### src/rtl/seq_pkg.sv
// Shared definitions for the instruction sequencer and the control unit:
// instruction format codes, field positions and the sequencer state encoding.
package seq_pkg;

  localparam logic [1:0] FMT_R  = 2'b00;
  localparam logic [1:0] FMT_I  = 2'b01;
  localparam logic [1:0] FMT_J  = 2'b10;
  localparam logic [1:0] FMT_LS = 2'b11;

  localparam int FMT_LSB  = 0;
  localparam int FMT_MSB  = 1;
  localparam int HALT_BIT = 2;
  localparam int TGT_LSB  = 5;

  typedef enum logic [2:0] {
    ST_IDLE   = 3'd0,
    ST_FETCH  = 3'd1,
    ST_ISSUE  = 3'd2,
    ST_RETIRE = 3'd3,
    ST_HALTED = 3'd4,
    ST_ERROR  = 3'd5
  } seq_state_e;

  function automatic logic [1:0] instr_fmt(input logic [15:0] ins);
    return ins[FMT_MSB:FMT_LSB];
  endfunction

endpackage

### src/rtl/seq_prog_mem.sv
// Program memory: synchronous write, combinational read, 16-bit words.
module seq_prog_mem #(
  parameter int ADDR_W = 4
) (
  input  logic              clk,
  input  logic              we,
  input  logic [ADDR_W-1:0] waddr,
  input  logic [15:0]       wdata,
  input  logic [ADDR_W-1:0] raddr,
  output logic [15:0]       rdata
);

  logic [15:0] mem_q [2**ADDR_W];

  always_ff @(posedge clk) begin
    if (we) begin
      mem_q[waddr] <= wdata;
    end
  end

  assign rdata = mem_q[raddr];

endmodule

### src/rtl/instr_sequencer.sv
// Issues program words to the control unit and executes J-type jump/halt itself.
// Optional watchdog on the issue-to-retire time is enabled by SEQ_WATCHDOG_EN.
module instr_sequencer
  import seq_pkg::*;
#(
  parameter int ADDR_W  = 4,
  parameter int TIMEOUT = 16
) (
  input  logic              clk,
  input  logic              reset,
  input  logic              start,
  input  logic              prog_we,
  input  logic [ADDR_W-1:0] prog_addr,
  input  logic [15:0]       prog_data,
  input  logic [ADDR_W-1:0] prog_last,
  input  logic              done1,
  input  logic              done2,
  output logic [15:0]       instruction,
  output logic              run,
  output logic [ADDR_W-1:0] pc,
  output logic              busy,
  output logic              halted,
  output logic              err
);

  seq_state_e        state_q;
  logic [ADDR_W-1:0] pc_q;
  logic [ADDR_W-1:0] last_q;
  logic [15:0]       instr_q;
  logic              run_q;
  logic              busy_q;
  logic              halted_q;

  logic              fmt_j;
  logic              is_halt;
  logic              is_jump;
  logic [ADDR_W-1:0] tgt;
  logic              retire;
  logic              stop_d;
  logic [ADDR_W-1:0] pc_d;
  logic [ADDR_W-1:0] rd_addr;
  logic [15:0]       rd_data;
  logic              mem_we;

  assign mem_we = prog_we && (state_q == ST_IDLE || state_q == ST_HALTED || state_q == ST_ERROR);

  seq_prog_mem #(.ADDR_W(ADDR_W)) u_mem (
    .clk   (clk),
    .we    (mem_we),
    .waddr (prog_addr),
    .wdata (prog_data),
    .raddr (rd_addr),
    .rdata (rd_data)
  );

  // Single read port: FETCH reads the current pc, otherwise the successor is
  // looked up so it can be loaded on the very edge that retires.
  always_comb begin
    fmt_j   = (instr_fmt(instr_q) == FMT_J);
    is_halt = fmt_j && instr_q[HALT_BIT];
    is_jump = fmt_j && !instr_q[HALT_BIT];
    tgt     = instr_q[TGT_LSB +: ADDR_W];
    retire  = (state_q == ST_ISSUE && done1 && done2) || (state_q == ST_RETIRE && done2);
    stop_d  = is_halt || (is_jump && (tgt > last_q)) || (!fmt_j && (pc_q == last_q));
    pc_d    = is_jump ? tgt : pc_q + ADDR_W'(1);
    rd_addr = (state_q == ST_FETCH) ? pc_q : pc_d;
  end

`ifdef SEQ_WATCHDOG_EN
  localparam int WD_W = $clog2(TIMEOUT + 1);
  logic [WD_W-1:0] wd_q;
  logic            err_q;
  logic            wd_expired;

  assign wd_expired = (wd_q == WD_W'(TIMEOUT - 1));
  assign err        = err_q;
`else
  logic [31:0] timeout_unused;

  assign timeout_unused = 32'(TIMEOUT);
  assign err            = 1'b0;
`endif

  always_ff @(posedge clk) begin
    if (reset) begin
      state_q  <= ST_IDLE;
      pc_q     <= '0;
      last_q   <= '0;
      instr_q  <= 16'h0000;
      run_q    <= 1'b0;
      busy_q   <= 1'b0;
      halted_q <= 1'b0;
`ifdef SEQ_WATCHDOG_EN
      wd_q     <= '0;
      err_q    <= 1'b0;
`endif
    end else begin
      case (state_q)
        ST_IDLE, ST_HALTED, ST_ERROR: begin
          if (start) begin
            pc_q     <= '0;
            last_q   <= prog_last;
            state_q  <= ST_FETCH;
            busy_q   <= 1'b1;
            halted_q <= 1'b0;
`ifdef SEQ_WATCHDOG_EN
            err_q    <= 1'b0;
`endif
          end
        end
        ST_FETCH: begin
          instr_q <= rd_data;
          run_q   <= 1'b1;
          state_q <= ST_ISSUE;
`ifdef SEQ_WATCHDOG_EN
          wd_q    <= '0;
`endif
        end
        ST_ISSUE, ST_RETIRE: begin
          if (retire) begin
`ifdef SEQ_WATCHDOG_EN
            wd_q <= '0;
`endif
            if (stop_d) begin
              state_q  <= ST_HALTED;
              run_q    <= 1'b0;
              busy_q   <= 1'b0;
              halted_q <= 1'b1;
            end else begin
              // run stays high so the control unit sees an unbroken stream
              pc_q    <= pc_d;
              instr_q <= rd_data;
              state_q <= ST_ISSUE;
            end
          end
`ifdef SEQ_WATCHDOG_EN
          else if (wd_expired) begin
            state_q <= ST_ERROR;
            run_q   <= 1'b0;
            busy_q  <= 1'b0;
            err_q   <= 1'b1;
          end
`endif
          else begin
            if (state_q == ST_ISSUE && done1) begin
              state_q <= ST_RETIRE;
            end
`ifdef SEQ_WATCHDOG_EN
            wd_q <= wd_q + WD_W'(1);
`endif
          end
        end
        default: state_q <= ST_IDLE;
      endcase
    end
  end

  assign instruction = instr_q;
  assign run         = run_q;
  assign pc          = pc_q;
  assign busy        = busy_q;
  assign halted      = halted_q;

endmodule

### config.mk
export PLATFORM = sky130hd
export DESIGN_NAME = instr_sequencer
export DESIGN_NICKNAME = d
export VERILOG_FILES = /design/src/rtl/seq_pkg.sv /design/src/rtl/seq_prog_mem.sv /design/src/rtl/instr_sequencer.sv
export SDC_FILE = /design/constraint.sdc
export NUM_CORES = 1
export LEC_CHECK = 0
export CAP_MARGIN = 30
export CORE_MARGIN = 5
export CORE_UTILIZATION = 40
export DETAILED_ROUTE_END_ITERATION = 6
export PLACE_DENSITY = 0.59
export SYNTH_ARGS = -nofsm -noshare
export SYNTH_HDL_FRONTEND = slang
export SYNTH_SLANG_ARGS = --single-unit
export TNS_END_PERCENT = 50
### constraint.sdc
create_clock -name clk -period 3.4 [get_ports clk]
set_clock_uncertainty 0.15 [all_clocks]
set_input_delay 0.68 -clock clk [delete_from_list [all_inputs] [get_ports clk]]
set_output_delay 0.68 -clock clk [all_outputs]
set_load 0.005 [all_outputs]
Yosys cells after proc, flatten, opt, wreduce, memory -nomap -nowiden
Memory sizes are Yosys's and may differ from the RTL's.
Index checks and enable logic that the tools add are counted.
{ "word_totals": {"output_inout_bits": 24, "inputBits": 30, "ram_bits": 256, "mem_count": 1, "ff_bits": 30} }
{ "memory_table": {"columns": ["name", "depth", "width", "read_ports", "rd_ports_with_merged_regs", "wr", "line_no", "text"], "rows": [
  ["u_mem.mem_q", 16, 16, 1, 0, 1, "seq_prog_mem.sv:13", "logic [15:0] mem_q [2**ADDR_W];"]
]} }
{ "classes": {"n_addsub": 1, "n_reduce_logical": 26, "n_lt_le_gt_ge": 1, "eq_ne": 12, "mux": 25} }
{ "op_table": {"columns": ["op", "n"], "rows": [
  ["two-way mux 16 bit", 2],
  ["case mux 16 bit (2 select lines)", 1],
  ["two-way mux 4 bit", 5],
  ["two-way mux 3 bit", 4],
  ["case mux 3 bit (3 select lines)", 1],
  ["logical AND 1 bit", 8],
  ["two-way mux 1 bit", 8],
  ["!= test 2 bit, second input constant", 4],
  ["case mux 4 bit (2 select lines)", 1],
  ["AND reduction 4 bit", 2],
  ["== test 3 x 2 -> 1 bit, second input constant", 2],
  ["== test 3 bit, second input constant", 2],
  ["case mux 1 bit (2 select lines)", 3],
  ["AND reduction 3 bit", 2],
  ["logical OR 1 bit", 5],
  ["adder 4 x 1 -> 4 bit, second input constant", 1],
  ["== test 4 bit", 1],
  ["> comparator 4 bit", 1],
  ["AND reduction 2 bit", 2],
  ["nonzero test 2 bit", 2],
  ["== test 3 x 1 -> 1 bit, second input constant", 1],
  ["logical NOT 3 bit", 1],
  ["!= test 3 bit, second input constant", 1],
  ["OR reduction 3 bit", 1],
  ["other kinds (3)", 4]
]} }

Longest topological paths before layout
{ "logic_depth": {"word_depth": 8, "ltp_mapped": 11} }

Cells and area by module
Synthesis repeated with hierarchy kept, for this count alone.
{ "unflattened": {"cells_unflattened": 596, "hier_area_um2": 11345.9} }
{ "modules_own_cells": {"columns": ["mod", "n_inst", "cells_per_inst", "area_each_um2"], "rows": [
  ["seq_prog_mem", 1, 416, 9721.8],
  ["instr_sequencer", 1, 180, 1624.1]
]} }

Worst setup path after synthesis
No wires, ideal clock.
{ "synth_path": {"path_kind": "register to register", "start": "reg state_q[2]", "end": "mem u_mem.mem_q[0][0], enable pin", "path_buffers": 0, "arrival_time_ps": 2289, "required_time_ps": 2841, "synth_period_minus_slack_ps": 2848, "path_stages_with_launch": 6, "setup_ps": 409, "path_slack_ps": 552, "cell_sequence": "dfxtp_1 inv_1 a21oi_1 nand2_1 or3_1 nor3_1"} }
{ "synth_between": {"elab_chain_cells": 6} }
{ "synth_lines": {"columns": ["item", "line_no", "text"], "rows": [
  ["start: declaration", "instr_sequencer.sv:26", "seq_state_e state_q;"],
  ["start signal: assignment", "instr_sequencer.sv:86", "state_q <= ST_IDLE;"],
  ["start signal: assignment", "instr_sequencer.sv:103", "state_q <= ST_FETCH;"],
  ["start signal: assignment", "instr_sequencer.sv:114", "state_q <= ST_ISSUE;"],
  ["== test 3 bit or logical NOT 3 bit (tied branches)", "instr_sequencer.sv:45", "assign mem_we = prog_we && (state_q == ST_IDLE || state_q == ST_HALTED || state_q == ST_ERROR);"],
  ["logical OR 1 bit", "instr_sequencer.sv:45", null],
  ["logical OR 1 bit (*)", "instr_sequencer.sv:45", null],
  ["logical AND 1 bit (*)", "instr_sequencer.sv:45", null],
  ["two-way mux 1 bit (*)", "seq_prog_mem.sv:16", "if (we) begin"],
  ["two-way mux 1 bit (implied by the code) (*)", "seq_prog_mem.sv:17", "mem_q[waddr] <= wdata;"],
  ["end: declaration", "seq_prog_mem.sv:13", null]
]} }
Every way passes the cells marked *; elsewhere a longest branch is shown, timed or not.

Worst setup path in the final report
{ "layout_path": {"start": "reg instr_q[1] (netlist: instruction[1])", "end": "reg instr_q[14] (netlist: instruction[14])"} }
{ "layout_between": {"elab_chain_cells": 8} }
{ "layout_lines": {"columns": ["item", "line_no", "text"], "rows": [
  ["start: declaration", "instr_sequencer.sv:29", "logic [15:0] instr_q;"],
  ["start signal: assignment", "instr_sequencer.sv:112", "instr_q <= rd_data;"],
  ["start signal: assignment", "instr_sequencer.sv:132", "instr_q <= rd_data;"],
  ["== test 2 bit (*)", "instr_sequencer.sv:59", "fmt_j = (instr_fmt(instr_q) == FMT_J);"],
  ["logical AND 1 bit", "instr_sequencer.sv:61", "is_jump = fmt_j && !instr_q[HALT_BIT];"],
  ["two-way mux 4 bit", "instr_sequencer.sv:65", "pc_d = is_jump ? tgt : pc_q + ADDR_W'(1);"],
  ["two-way mux 4 bit", "instr_sequencer.sv:66", "rd_addr = (state_q == ST_FETCH) ? pc_q : pc_d;"],
  ["memory read (16 x 16 bit)", null, null],
  ["two-way mux 16 bit", "instr_sequencer.sv:124", "if (stop_d) begin"],
  ["two-way mux 16 bit", "instr_sequencer.sv:120", "if (retire) begin"],
  ["case mux 16 bit (2 select lines)", "instr_sequencer.sv:98", "case (state_q)"]
]} }
Every way passes the cells marked *; elsewhere a longest branch is shown, timed or not. The select of a mux whose other input is x is not followed.
A chain may end at the register's enable or synchronous reset.

==> flow_metrics.env <==
export IMPL_place_area_sq_mm=0.0128
export IMPL_clk_path_buf_depth=3
export IMPL_synth_area_sq_mm=0.0115
export IMPL_wl_per_cell_um=23.1
export IMPL_period_needed_ns=3.08
export IMPL_setup_viol=0
export IMPL_slew_headroom_pct=39.2
export IMPL_gr_total_overflow=0
export IMPL_cts_setup_buffers=0
export IMPL_first_global_vias=6534
export IMPL_synth_fa_ha_area_share_pct=0.543
export IMPL_final_cell_area_sq_mm=0.0139
export IMPL_critPathMaxFanout=14
export IMPL_antenna_found_initial=2
export IMPL_synth_area_leaders="edfxtp_1 67%, mux4_2 6.3%, mux2i_1 6.0%"
export IMPL_detail_route_drc_violations=0
export IMPL_yosys_area_share_simple_pct=5.83
export IMPL_arrival_ns=3.36
export IMPL_cts_resized=0
export IMPL_netlist_instances=653
export IMPL_whs_ns=0.326
export IMPL_via_count=6328
export IMPL_endpoint_kind="flip-flop"
export IMPL_synth_cell_types=60
export IMPL_seq_area_frac_synth_pct=71.9
export IMPL_synth_top_area_share_pct=66.7
export IMPL_power_mw=8.22
export IMPL_vias_per_cell=5.44
export IMPL_layout_nets=790
export IMPL_cts_tree="done"
export IMPL_diodes=0
export IMPL_synth_xor_area_share_pct=0.380
export IMPL_fp_dieH_um=180
export IMPL_fmax_mhz=324
export IMPL_die_x_um=180
export IMPL_syn_nets=688
export IMPL_postLayoutCoreUtil_pct=48.6
export IMPL_drive_gt1_share_pct=25.0
export IMPL_leakage_nw=4.62
export IMPL_core_area_sq_mm=0.0285
export IMPL_syn_to_final_growth_pct=20.5
export IMPL_synthMuxAreaShare_pct=12.3
export IMPL_crit_type="reg -> reg"
export IMPL_synth_top_family_by_area="multiplexers"
export IMPL_drt_pass1_iter_count=5
export IMPL_numCtsBuffers=30
export IMPL_grt_pass1_wl_um=40400
export IMPL_rsz0062_at_grt="false"
export IMPL_portBuffers=52
export IMPL_finalMaxSlewViolations=0
export IMPL_status="finished, final reports clean"
export IMPL_grt_max_degree=23
export IMPL_cts_max_level=1
export IMPL_initial_core_util_pct=40.4
export IMPL_synth_top_cell_by_area="edfxtp_1"
export IMPL_hold_class="reg -> reg"
export IMPL_synth_ff_type="edfxtp_1"
export IMPL_rows=62
export IMPL_gp_congestion=0.872
export IMPL_clockRootBuffer="clkbuf_16"
export IMPL_ys_warn_count=0
export IMPL_dp_hpwl_um=17000
export IMPL_startpoint_type="flip-flop"
export IMPL_clock_sinks=286
export IMPL_max_cap_violations=0
export IMPL_async_flop_share_pct=0
export IMPL_synth_avg_cell_area_sq_um=17.6
export IMPL_tightestPinTransition_ns=0.909
export IMPL_synth_compound_area_share_pct=6.81
export IMPL_wl_um=26900
export IMPL_synth_edf_count=256
export IMPL_postCtsHoldBufs=0
export IMPL_final_common_cell="edfxtp_1"
export IMPL_synth_seq_cells=286
export IMPL_path_clk_slew_ns=0.06
export IMPL_fillCellCount=2387
export IMPL_io_pins=54
export IMPL_vdd_drop_max_uv=361
export IMPL_power_per_cell_area_mw_per_mm2=592
export IMPL_cp_required_ns=3.68
export IMPL_floorplan_die_area_sq_mm=0.0323
export IMPL_period_share_pct=90.7
export IMPL_tns_ns=0
export IMPL_report_final_hold_viol_count=0
export IMPL_ant_nets=0
export IMPL_grt_usage_pct=16.2
export IMPL_insertion_delay_ns=0.54
export IMPL_drt_iter0_markers=481
export IMPL_final_cell_mix="256 x edfxtp_1, 69 x mux2i_1, 52 x clkdlybuf4s50_1, 43 x buf_4, 34 x o22ai_1"
[Yosys cell counts, drive strengths merged (2+ instances only)]
| library cell | count |
|---|---|
| mux2i | 69 |
| clkbuf | 7 |
| nand3 | 17 |
| inv | 8 |
| nand4 | 2 |
| xor2 | 4 |
| nor4b | 2 |
| a21oi | 12 |
| nand2b | 5 |
| nor2 | 31 |
| edfxtp | 256 |
| buf | 24 |
| o21ai | 26 |
| a32oi | 2 |
| o22ai | 34 |
| nor2b | 2 |
| and2 | 2 |
| mux4 | 32 |
| nor3 | 8 |
| a22oi | 18 |
| a2bb2oi | 2 |
| or3b | 2 |
| nand2 | 28 |
| dfxtp | 30 |
| nand4b | 2 |
| or3 | 2 |
| a21o | 2 |
| nor3b | 3 |
| ha | 5 |
| a31oi | 2 |
[state kept, by name, indices dropped and copies added (netlist names)]
name	count
pc	4
halted	1
instruction	16
run	1
last_q	4
u_mem.mem_q	256
state_q	3
busy	1
[metal layers]
metal  track usage [%]  vias up  wire length [um]
met2              26.0      224             12700
met4              3.99        4               554
met1              22.9     3222             11700
met5                 0        -                27
li1                  -     2825                 -
met3              3.40       53              1960
[critical path: stages, from the launching register on]
cell,delay [ns]
dfxtp_1,0.48
or3b_4,0.51
nand2_1,0.14
o21ai_2,0.12
a22oi_4,0.28
buf_4,0.34
mux4_2,0.57
a22oi_1,0.26
nand3_2,0.10
[kinds of logic (layout without fill, tap and decap cells)]
group | after synthesis | count (layout)
simple gates | 111 | 111
other cells | 1 | 1
flops | 286 | 286
compound gates | 105 | 105
fa+ha+maj | 5 | 5
xor+xnor | 5 | 5
buf+inv | 39 | 165
mux | 101 | 101
[path summary, 6_finish.rpt]
path                   start         endpoint  slack (ns)  cells after the start
max           instruction[1]  instruction[14]        0.32                      8
min reg2reg  instruction[15]  instruction[15]        0.33                      2
max reg2reg   instruction[1]  instruction[14]        0.32                      8
min          instruction[15]  instruction[15]        0.33                      2
[metrics by stage]
stage	setup WS (ns)	instances
after floorplan	0.552	653
after global placement	0.180	1107
after detailed placement	0.0898	1107
after CTS	0.315	1163
after global routing	0.207	1163
final	0.316	1163
[area by class of cell]
cell class                 count  area [sq um]  area share (%)
tap                          384           480            3.46
inverter                       8          30.0           0.216
sequential                   286          8290            59.7
clock inverter                13           193            1.39
multi-input combinational    328          3040            21.9
clock buffer                  43           891            6.42
timing repair buffer         101           963            6.94
[where the power goes]
part	total (mW)	switching (mW)	internal [mW]
Combinational	0.796	0.431	0.365
Clock	3.49	1.30	2.19
Sequential	3.94	0.0446	3.89
Note: power is estimated with default switching activity, not from simulation.
